--- config.mk ---
export PLATFORM = sky130hd
export DESIGN_NAME = number_format_sequencer
export DESIGN_NICKNAME = d
export VERILOG_FILES = /design/src/rtl/number_format_pkg.sv /design/src/rtl/number_format_sequencer_bcd_serial.sv /design/src/rtl/number_format_sequencer.sv
export SDC_FILE = /design/constraint.sdc
export NUM_CORES = 1
export LEC_CHECK = 0
export CORE_ASPECT_RATIO = 1.4
export CORE_MARGIN = 10
export CORE_UTILIZATION = 58
export CTS_BUF_LIST = sky130_fd_sc_hd__clkbuf_4 sky130_fd_sc_hd__clkbuf_8 sky130_fd_sc_hd__clkbuf_16
export DETAILED_ROUTE_END_ITERATION = 8
export PLACE_DENSITY_LB_ADDON = 0.1
export SYNTH_ARGS = -nofsm -noshare
export SYNTH_HDL_FRONTEND = slang
export SYNTH_SLANG_ARGS = --single-unit
--- constraint.sdc ---
create_clock -name clk -period 3.2 [get_ports clk]
set_clock_uncertainty 0.2 [all_clocks]
set_input_delay 0.48 -clock clk [delete_from_list [all_inputs] [get_ports clk]]
set_output_delay 0.48 -clock clk [all_outputs]
set_load 0.03 [all_outputs]
--- src/rtl/number_format_pkg.sv ---
// number_format_pkg
// Shared definitions for the number-format sequencer:
//   - format codes emitted on fmt_out
//   - sequencer state encoding
//   - result record presented on the output handshake
//   - digit helpers for the serial BCD converter and the XS3 output
package number_format_pkg;

  localparam logic [2:0] FMT_SM  = 3'd0;
  localparam logic [2:0] FMT_C1  = 3'd1;
  localparam logic [2:0] FMT_C2  = 3'd2;
  localparam logic [2:0] FMT_BCD = 3'd3;
  localparam logic [2:0] FMT_XS3 = 3'd4;

  localparam int NUM_FMTS = 5;

  localparam logic [1:0] ST_IDLE = 2'd0;
  localparam logic [1:0] ST_CONV = 2'd1;
  localparam logic [1:0] ST_EMIT = 2'd2;

  typedef struct packed {
    logic       last;
    logic [2:0] fmt;
    logic [11:0] value;
  } result_t;

  // Shift-add-3 pre-shift correction for one BCD digit.
  function automatic logic [3:0] dabble_digit(input logic [3:0] d);
    return (d > 4'd4) ? d + 4'd3 : d;
  endfunction

  // Excess-3 adjust of a three-digit BCD value. A zero hundreds digit is
  // left blank so operands below 100 present as two XS3 digits (e.g. 9 ->
  // 0x03C); the tens and units digits are always offset by 3.
  function automatic logic [11:0] xs3_adjust(input logic [11:0] bcd);
    logic [11:0] r;
    r[11:8] = (bcd[11:8] == 4'd0) ? 4'd0 : bcd[11:8] + 4'd3;
    r[7:4]  = bcd[7:4] + 4'd3;
    r[3:0]  = bcd[3:0] + 4'd3;
    return r;
  endfunction

endpackage

--- src/rtl/number_format_sequencer_bcd_serial.sv ---
// bcd_serial
// Serial binary-to-BCD converter (shift-add-3), one operand bit per cycle.
// Ports:
//   clk, rst   clock and asynchronous active-high reset
//   start      load bin and begin an 8-cycle conversion
//   bin[7:0]   binary operand, sampled when start is high
//   done       one-cycle pulse; bcd is valid in the same cycle
//   bcd[11:0]  three BCD digits (hundreds, tens, units)
module bcd_serial
  import number_format_pkg::*;
(
  input  logic        clk,
  input  logic        rst,
  input  logic        start,
  input  logic [7:0]  bin,
  output logic        done,
  output logic [11:0] bcd
);

  logic [7:0]  shift_reg;
  logic [11:0] bcd_reg;
  logic [2:0]  cnt_reg;
  logic        active_reg;
  logic        done_reg;
  logic [11:0] bcd_adj;

  // Correct every digit before the shift so that a digit >= 5 carries
  // into the next digit when doubled.
  genvar gi;
  generate
    for (gi = 0; gi < 3; gi++) begin : g_digit
      assign bcd_adj[gi*4 +: 4] = dabble_digit(bcd_reg[gi*4 +: 4]);
    end
  endgenerate

  always_ff @(posedge clk or posedge rst) begin
    if (rst) begin
      shift_reg  <= '0;
      bcd_reg    <= '0;
      cnt_reg    <= '0;
      active_reg <= 1'b0;
      done_reg   <= 1'b0;
    end else begin
      done_reg <= 1'b0;
      if (start) begin
        shift_reg  <= bin;
        bcd_reg    <= '0;
        cnt_reg    <= '0;
        active_reg <= 1'b1;
      end else if (active_reg) begin
        // Operand MSB moves into the BCD LSB; the BCD MSB is always zero
        // for 8-bit operands so dropping it loses nothing.
        {bcd_reg, shift_reg} <= {bcd_adj[10:0], shift_reg, 1'b0};
        cnt_reg <= cnt_reg + 3'd1;
        if (cnt_reg == 3'd7) begin
          active_reg <= 1'b0;
          done_reg   <= 1'b1;
        end
      end
    end
  end

  assign done = done_reg;
  assign bcd  = bcd_reg;

endmodule

--- src/rtl/number_format_sequencer.sv ---
// number_format_sequencer
// Accepts an 8-bit operand, sign and format mask, converts to BCD serially
// when BCD/XS3 is requested, then emits one 12-bit result per requested
// format in ascending format-code order.
// Ports:
//   clk, rst            clock, asynchronous active-high reset
//   in_valid/in_ready   operand handshake (in_ready high only in IDLE)
//   n_in, sign_in       operand; n_in[6:0] magnitude for SM/C1/C2
//   fmt_mask            bit k requests format code k (0..4)
//   out_valid/out_ready result handshake
//   n_out, fmt_out      result value and its format code
//   out_last            final result for this operand
//   busy                sequencer not in IDLE
module number_format_sequencer
  import number_format_pkg::*;
(
  input  logic        clk,
  input  logic        rst,
  input  logic        in_valid,
  output logic        in_ready,
  input  logic [7:0]  n_in,
  input  logic        sign_in,
  input  logic [4:0]  fmt_mask,
  output logic        out_valid,
  input  logic        out_ready,
  output logic [11:0] n_out,
  output logic [2:0]  fmt_out,
  output logic        out_last,
  output logic        busy
);

  logic [1:0]  state_reg, state_next;
  logic [4:0]  mask_reg, mask_next;
  logic [6:0]  mag_reg, mag_next;
  logic        sign_reg, sign_next;
  logic [11:0] bcd_reg, bcd_next;
  logic        out_valid_reg, out_valid_next;
  result_t     res_reg, res_next;

  logic        bcd_start;
  logic        bcd_done;
  logic [11:0] bcd_value;

  // Operands of the shared result evaluator. Outputs are registered, so the
  // evaluator looks at whatever the result register will hold next: the raw
  // inputs on accept, the latched operand afterwards.
  logic [4:0]  sel_mask;
  logic [6:0]  sel_mag;
  logic        sel_sign;
  logic [11:0] sel_bcd;
  result_t     sel_res;

  logic [NUM_FMTS-1:0][11:0] cand;
  logic [NUM_FMTS-1:0][11:0] masked_cand;
  logic [NUM_FMTS-1:0][2:0]  masked_code;
  logic [4:0]                onehot;

  bcd_serial u_bcd_serial (
    .clk   (clk),
    .rst   (rst),
    .start (bcd_start),
    .bin   (n_in),
    .done  (bcd_done),
    .bcd   (bcd_value)
  );

  always_comb begin
    cand[FMT_SM]  = {4'b0, sel_sign, sel_mag};
    cand[FMT_C1]  = {4'b0, sel_sign, (sel_sign ? ~sel_mag : sel_mag)};
    // Carry out of bit 7 (negative zero) is dropped by the 8-bit add.
    cand[FMT_C2]  = {4'b0, (sel_sign ? (~{1'b0, sel_mag} + 8'd1) : {1'b0, sel_mag})};
    cand[FMT_BCD] = sel_bcd;
    cand[FMT_XS3] = xs3_adjust(sel_bcd);
  end

  // Isolate the lowest set mask bit; it picks the format to present.
  assign onehot = sel_mask & (~sel_mask + 5'd1);

  genvar gi;
  generate
    for (gi = 0; gi < NUM_FMTS; gi++) begin : g_sel
      assign masked_cand[gi] = onehot[gi] ? cand[gi] : 12'd0;
      assign masked_code[gi] = onehot[gi] ? 3'(gi) : 3'd0;
    end
  endgenerate

  always_comb begin
    sel_res.value = '0;
    sel_res.fmt   = '0;
    for (int i = 0; i < NUM_FMTS; i++) begin
      sel_res.value = sel_res.value | masked_cand[i];
      sel_res.fmt   = sel_res.fmt | masked_code[i];
    end
    sel_res.last = (sel_mask != 5'd0) && ((sel_mask & (sel_mask - 5'd1)) == 5'd0);
  end

  always_comb begin
    state_next     = state_reg;
    mask_next      = mask_reg;
    mag_next       = mag_reg;
    sign_next      = sign_reg;
    bcd_next       = bcd_reg;
    out_valid_next = out_valid_reg;
    res_next       = res_reg;
    bcd_start      = 1'b0;
    sel_mask       = mask_reg;
    sel_mag        = mag_reg;
    sel_sign       = sign_reg;
    sel_bcd        = bcd_reg;

    case (state_reg)
      ST_IDLE: begin
        sel_mask = fmt_mask;
        sel_mag  = n_in[6:0];
        sel_sign = sign_in;
        if (in_valid) begin
          mask_next = fmt_mask;
          mag_next  = n_in[6:0];
          sign_next = sign_in;
          if (fmt_mask[FMT_BCD] || fmt_mask[FMT_XS3]) begin
            state_next = ST_CONV;
            bcd_start  = 1'b1;
          end else if (fmt_mask != 5'd0) begin
            state_next     = ST_EMIT;
            out_valid_next = 1'b1;
            res_next       = sel_res;
          end
        end
      end

      ST_CONV: begin
        sel_bcd = bcd_value;
        if (bcd_done) begin
          bcd_next       = bcd_value;
          state_next     = ST_EMIT;
          out_valid_next = 1'b1;
          res_next       = sel_res;
        end
      end

      ST_EMIT: begin
        // Evaluate the mask as it will be after the current handshake.
        sel_mask = mask_reg & (mask_reg - 5'd1);
        if (out_ready) begin
          mask_next = sel_mask;
          if (sel_mask == 5'd0) begin
            state_next     = ST_IDLE;
            out_valid_next = 1'b0;
            res_next       = '0;
          end else begin
            res_next = sel_res;
          end
        end
      end

      default: begin
        state_next     = ST_IDLE;
        out_valid_next = 1'b0;
        res_next       = '0;
      end
    endcase
  end

  always_ff @(posedge clk or posedge rst) begin
    if (rst) begin
      state_reg     <= ST_IDLE;
      mask_reg      <= '0;
      mag_reg       <= '0;
      sign_reg      <= 1'b0;
      bcd_reg       <= '0;
      out_valid_reg <= 1'b0;
      res_reg       <= '0;
    end else begin
      state_reg     <= state_next;
      mask_reg      <= mask_next;
      mag_reg       <= mag_next;
      sign_reg      <= sign_next;
      bcd_reg       <= bcd_next;
      out_valid_reg <= out_valid_next;
      res_reg       <= res_next;
    end
  end

  assign in_ready  = (state_reg == ST_IDLE);
  assign busy      = (state_reg != ST_IDLE);
  assign out_valid = out_valid_reg;
  assign n_out     = res_reg.value;
  assign fmt_out   = res_reg.fmt;
  assign out_last  = res_reg.last;

endmodule

==> summary.md <==
| Metric | Value |
|---|---|
| Power per Cell Area | `1170 nW/um^2` |
| Crit path DAT | `2.24 ns` |
| Hold Fails Final Rpt | `0` |
| Reg clk slew, reported paths | `0.07 ns` |
| Slew Limit Headroom | `51.4%` |
| Hold_sp | `bcd_reg[4]` |
| Total negative slack | `0 ns` |
| Post-Synthesis Cells | `443` |
| Reg2Reg Setup Slack | `0.39 ns` |
| Clock Tree Buf Depth | `2` |
| CORE AREA | `6980 um^2` |
| FMAX | `343 MHz` |
| Hold Crit Depth | `2` |
| End-of-flow core utilization | `68.9%` |
| Core Rows | `36` |
| Vias per cell | `5.99` |
| Area grow syn2layout | `15.6%` |
| Residual DRC | `0` |
| Crit-path cells | `or2_4, inv_1, clkdlybuf4s50_1` |
| Sequential fraction of the synthesis area | `41.5%` |
| Worst Hold Class | `register to register` |
| Metal3 WL | `407 um` |
| Least-Margin Pin Slew | `0.723 ns` |
| Setup bufs post-CTS | `0` |
| Outcome | `finished clean` |
| Ys Warns | `0` |
| Initial Util | `59.6%` |
| Clock power share | `13.1%` |
| Antenna fix cells | `0` |
| Post-DP HPWL | `7.34 mm` |
| Combinational share of power | `59.0%` |
| Critical Path RT | `2.52 ns` |
| Hold Crit Endpoint | `bcd_reg[4]` |
| # IOs | `37` |
| # nets final | `500` |
| Chip Height | `120 um` |
| Tmin final | `2.92 ns` |
| TritonCTS buffer count | `9` |
| First-pass GRT wire length | `16.7 mm` |
| Clock Sinks | `69` |
| DR iter-0 viols | `204` |
| Dominant cell type by area after synthesis | `dfrtp_1` |
| Worst R2R Path Depth | `7` |
| Synth area leaders | `dfrtp_1 41%, mux2i_1 8.4%, mux2_2 5.4%` |
| Die Wd | `91.6 um` |
| Total placed cells including tap cells | `557` |
| Syn avg cell area | `9.40 um^2` |
| Hold_buf cts | `0` |
| Crit end category | `primary output` |
| P_int | `0.00306 W` |
| Root Buffer | `clkbuf_8` |
| Resized Gates After CTS | `0` |
| Max Used Layer | `met4` |
| Post-route ant nets | `0` |
| IO Port Bufs | `36` |
| Kind of critical path | `register to primary output` |
| RSZ-0062 raised after global routing | `false` |
| Grt ovf | `0` |
| Clk Latency, worst-skew pair | `0.35 ns` |
| Net Count, Synth | `470` |
| Max Cap Viol | `0` |
| Synthesized flop and latch total | `69` |
| Startpoint Class | `register` |
| LEAKAGE | `2.09 nW` |
| Total track usage | `18.7%` |
| Fillers | `576` |
| Layout cells sized above 1 | `11.6%` |
| Post-synth EDFFs | `0` |
| Switching share of power | `45.4%` |
| Drt pass-1 iters | `4` |
| Critical Path Max Stage Delay | `0.78 ns` |
| Asr flop ratio synth | `100%` |
| Slowest stage cell, crit path | `clkdlybuf4s50_1` |
| Routed len/inst | `17.5 um` |
| Final setup viols | `0` |
| Initial antenna violation count | `0` |
| CP Max Fanout | `13` |
| Most frequent cell after synthesis | `dfrtp_1` |
| Vias in the first global route | `3426` |
| Sw power | `0.00255 W` |
| Hold WS | `0.282 ns` |
| CTS tree | `built` |
| Reg2reg end | `n_out[5]` |
| Placer Congestion | `0.940` |
| Slew Viols, Final | `0` |
| Unique masters post-synth | `60` |
| Period utilisation layout | `91.1%` |
| Total number of vias | `3423` |
| H-tree Lvls | `3` |
| Die footprint | `11000 um^2` |
| Synthesized area | `4160 um^2` |
| FF-to-FF Start | `state_reg[1]` |
| Final cell count without fillers | `571` |
| Peak VDD IR | `0.546 mV` |
| M1 wire length | `3.98 mm` |
| Top post-synthesis cells by count | `69 x dfrtp_1, 44 x nand2_1, 40 x nor2_1, 39 x o21ai_0, 35 x mux2i_1` |
| Synth Flop Type | `dfrtp_1` |
| Sequential Power Share | `27.9%` |
| Largest net degree at the start of global routing | `70` |
| Total wire length | `9.97 mm` |
| Routed wl met2 | `5.07 mm` |
| Top cell type's share of synthesized area | `41.5%` |
==> power groups by stage <==
stage	sequential (W)	clock (W)	combinational, W
CTS	0.00156	0.000752	0.00330
global route	0.00162	0.000778	0.00366
floorplan	0.00159	0	0.00242
detailed placement	0.00158	0	0.00328
finish	0.00156	0.000734	0.00331
global placement	0.00156	0	0.00322
==> cells by family (layout without fill, tap and decap cells) <==
kind of cell / after synthesis / after routing / share of synthesized area [%]
compound gates: 115 / 115 / 18.1
xor+xnor: 20 / 20 / 4.21
fa+ha+maj: 10 / 10 / 2.95
buf+inv: 41 / 74 / 4.21
flops: 69 / 69 / 41.5
mux: 55 / 55 / 13.8
simple gates: 133 / 133 / 15.3
==> worst max-delay path, delay by kind of cell, from the launching register on <==
family | cells | cell delay [ns]
buffers and inverters | 2 | 1.18
DFF | 1 | 0.38
and+or+nand+nor | 1 | 0.33
==> worst max-delay path by stage <==
stage	start	end	slack (ns)	cells past startpoint
after floorplan	state_reg[1]	n_out[2]	0.66	10
after global placement	fmt_mask[2]	n_out[9]	0.34	7
after detailed placement	fmt_mask[2]	n_out[9]	0.24	7
after CTS	state_reg[1]	in_ready	0.27	3
after global routing	state_reg[1]	in_ready	0.18	3
final	state_reg[1]	in_ready	0.28	3
==> per-layer routing <==
metal  global-route usage (%)  vias up
li1                         -     1659
met1                     21.1     1634
met2                     31.0       95
met3                     3.16       35
met4                     14.0        0
met5                        0        -
==> per-stage QoR <==
| step | power [W] | setup WS (ns) | cell area, um^2 |
|---|---|---|---|
| 2_1_floorplan | 0.00401 | 0.665 | 4160 |
| 3_3_place_gp | 0.00478 | 0.344 | 4610 |
| 3_5_place_dp | 0.00486 | 0.243 | 4610 |
| 4_1_cts | 0.00561 | 0.273 | 4810 |
| 5_1_grt | 0.00606 | 0.184 | 4810 |
| 6_report | 0.00561 | 0.285 | 4810 |
==> layout make-up <==
cell class / count / area (um^2) / area share, %
Multi-Input combinational cell: 333 / 2260 / 47.0
Tap cell: 95 / 119 / 2.47
Clock buffer: 13 / 173 / 3.59
Timing Repair Buffer: 46 / 448 / 9.31
Clock inverter: 1 / 30.0 / 0.624
Inverter: 14 / 52.6 / 1.09
Sequential cell: 69 / 1730 / 35.9
==> placed cells by master, fill, tap and decap left out, drive strengths merged, types with 5 or more instances in the layout <==
| cell | instances |
|---|---|
| dfrtp | 69 |
| nand2 | 44 |
| nor2 | 40 |
| o21ai | 40 |
| clkdlybuf4s50 | 36 |
| mux2i | 35 |
| a21oi | 27 |
| mux2 | 20 |
| xnor2 | 15 |
| inv | 14 |
| clkbuf | 13 |
| buf | 10 |
| ha | 9 |
| nand3 | 8 |
| nor3 | 8 |
| nand2b | 6 |
| nor4 | 6 |
| xor2 | 5 |
| a221oi | 5 |
Power figures use the tool's default switching activity.
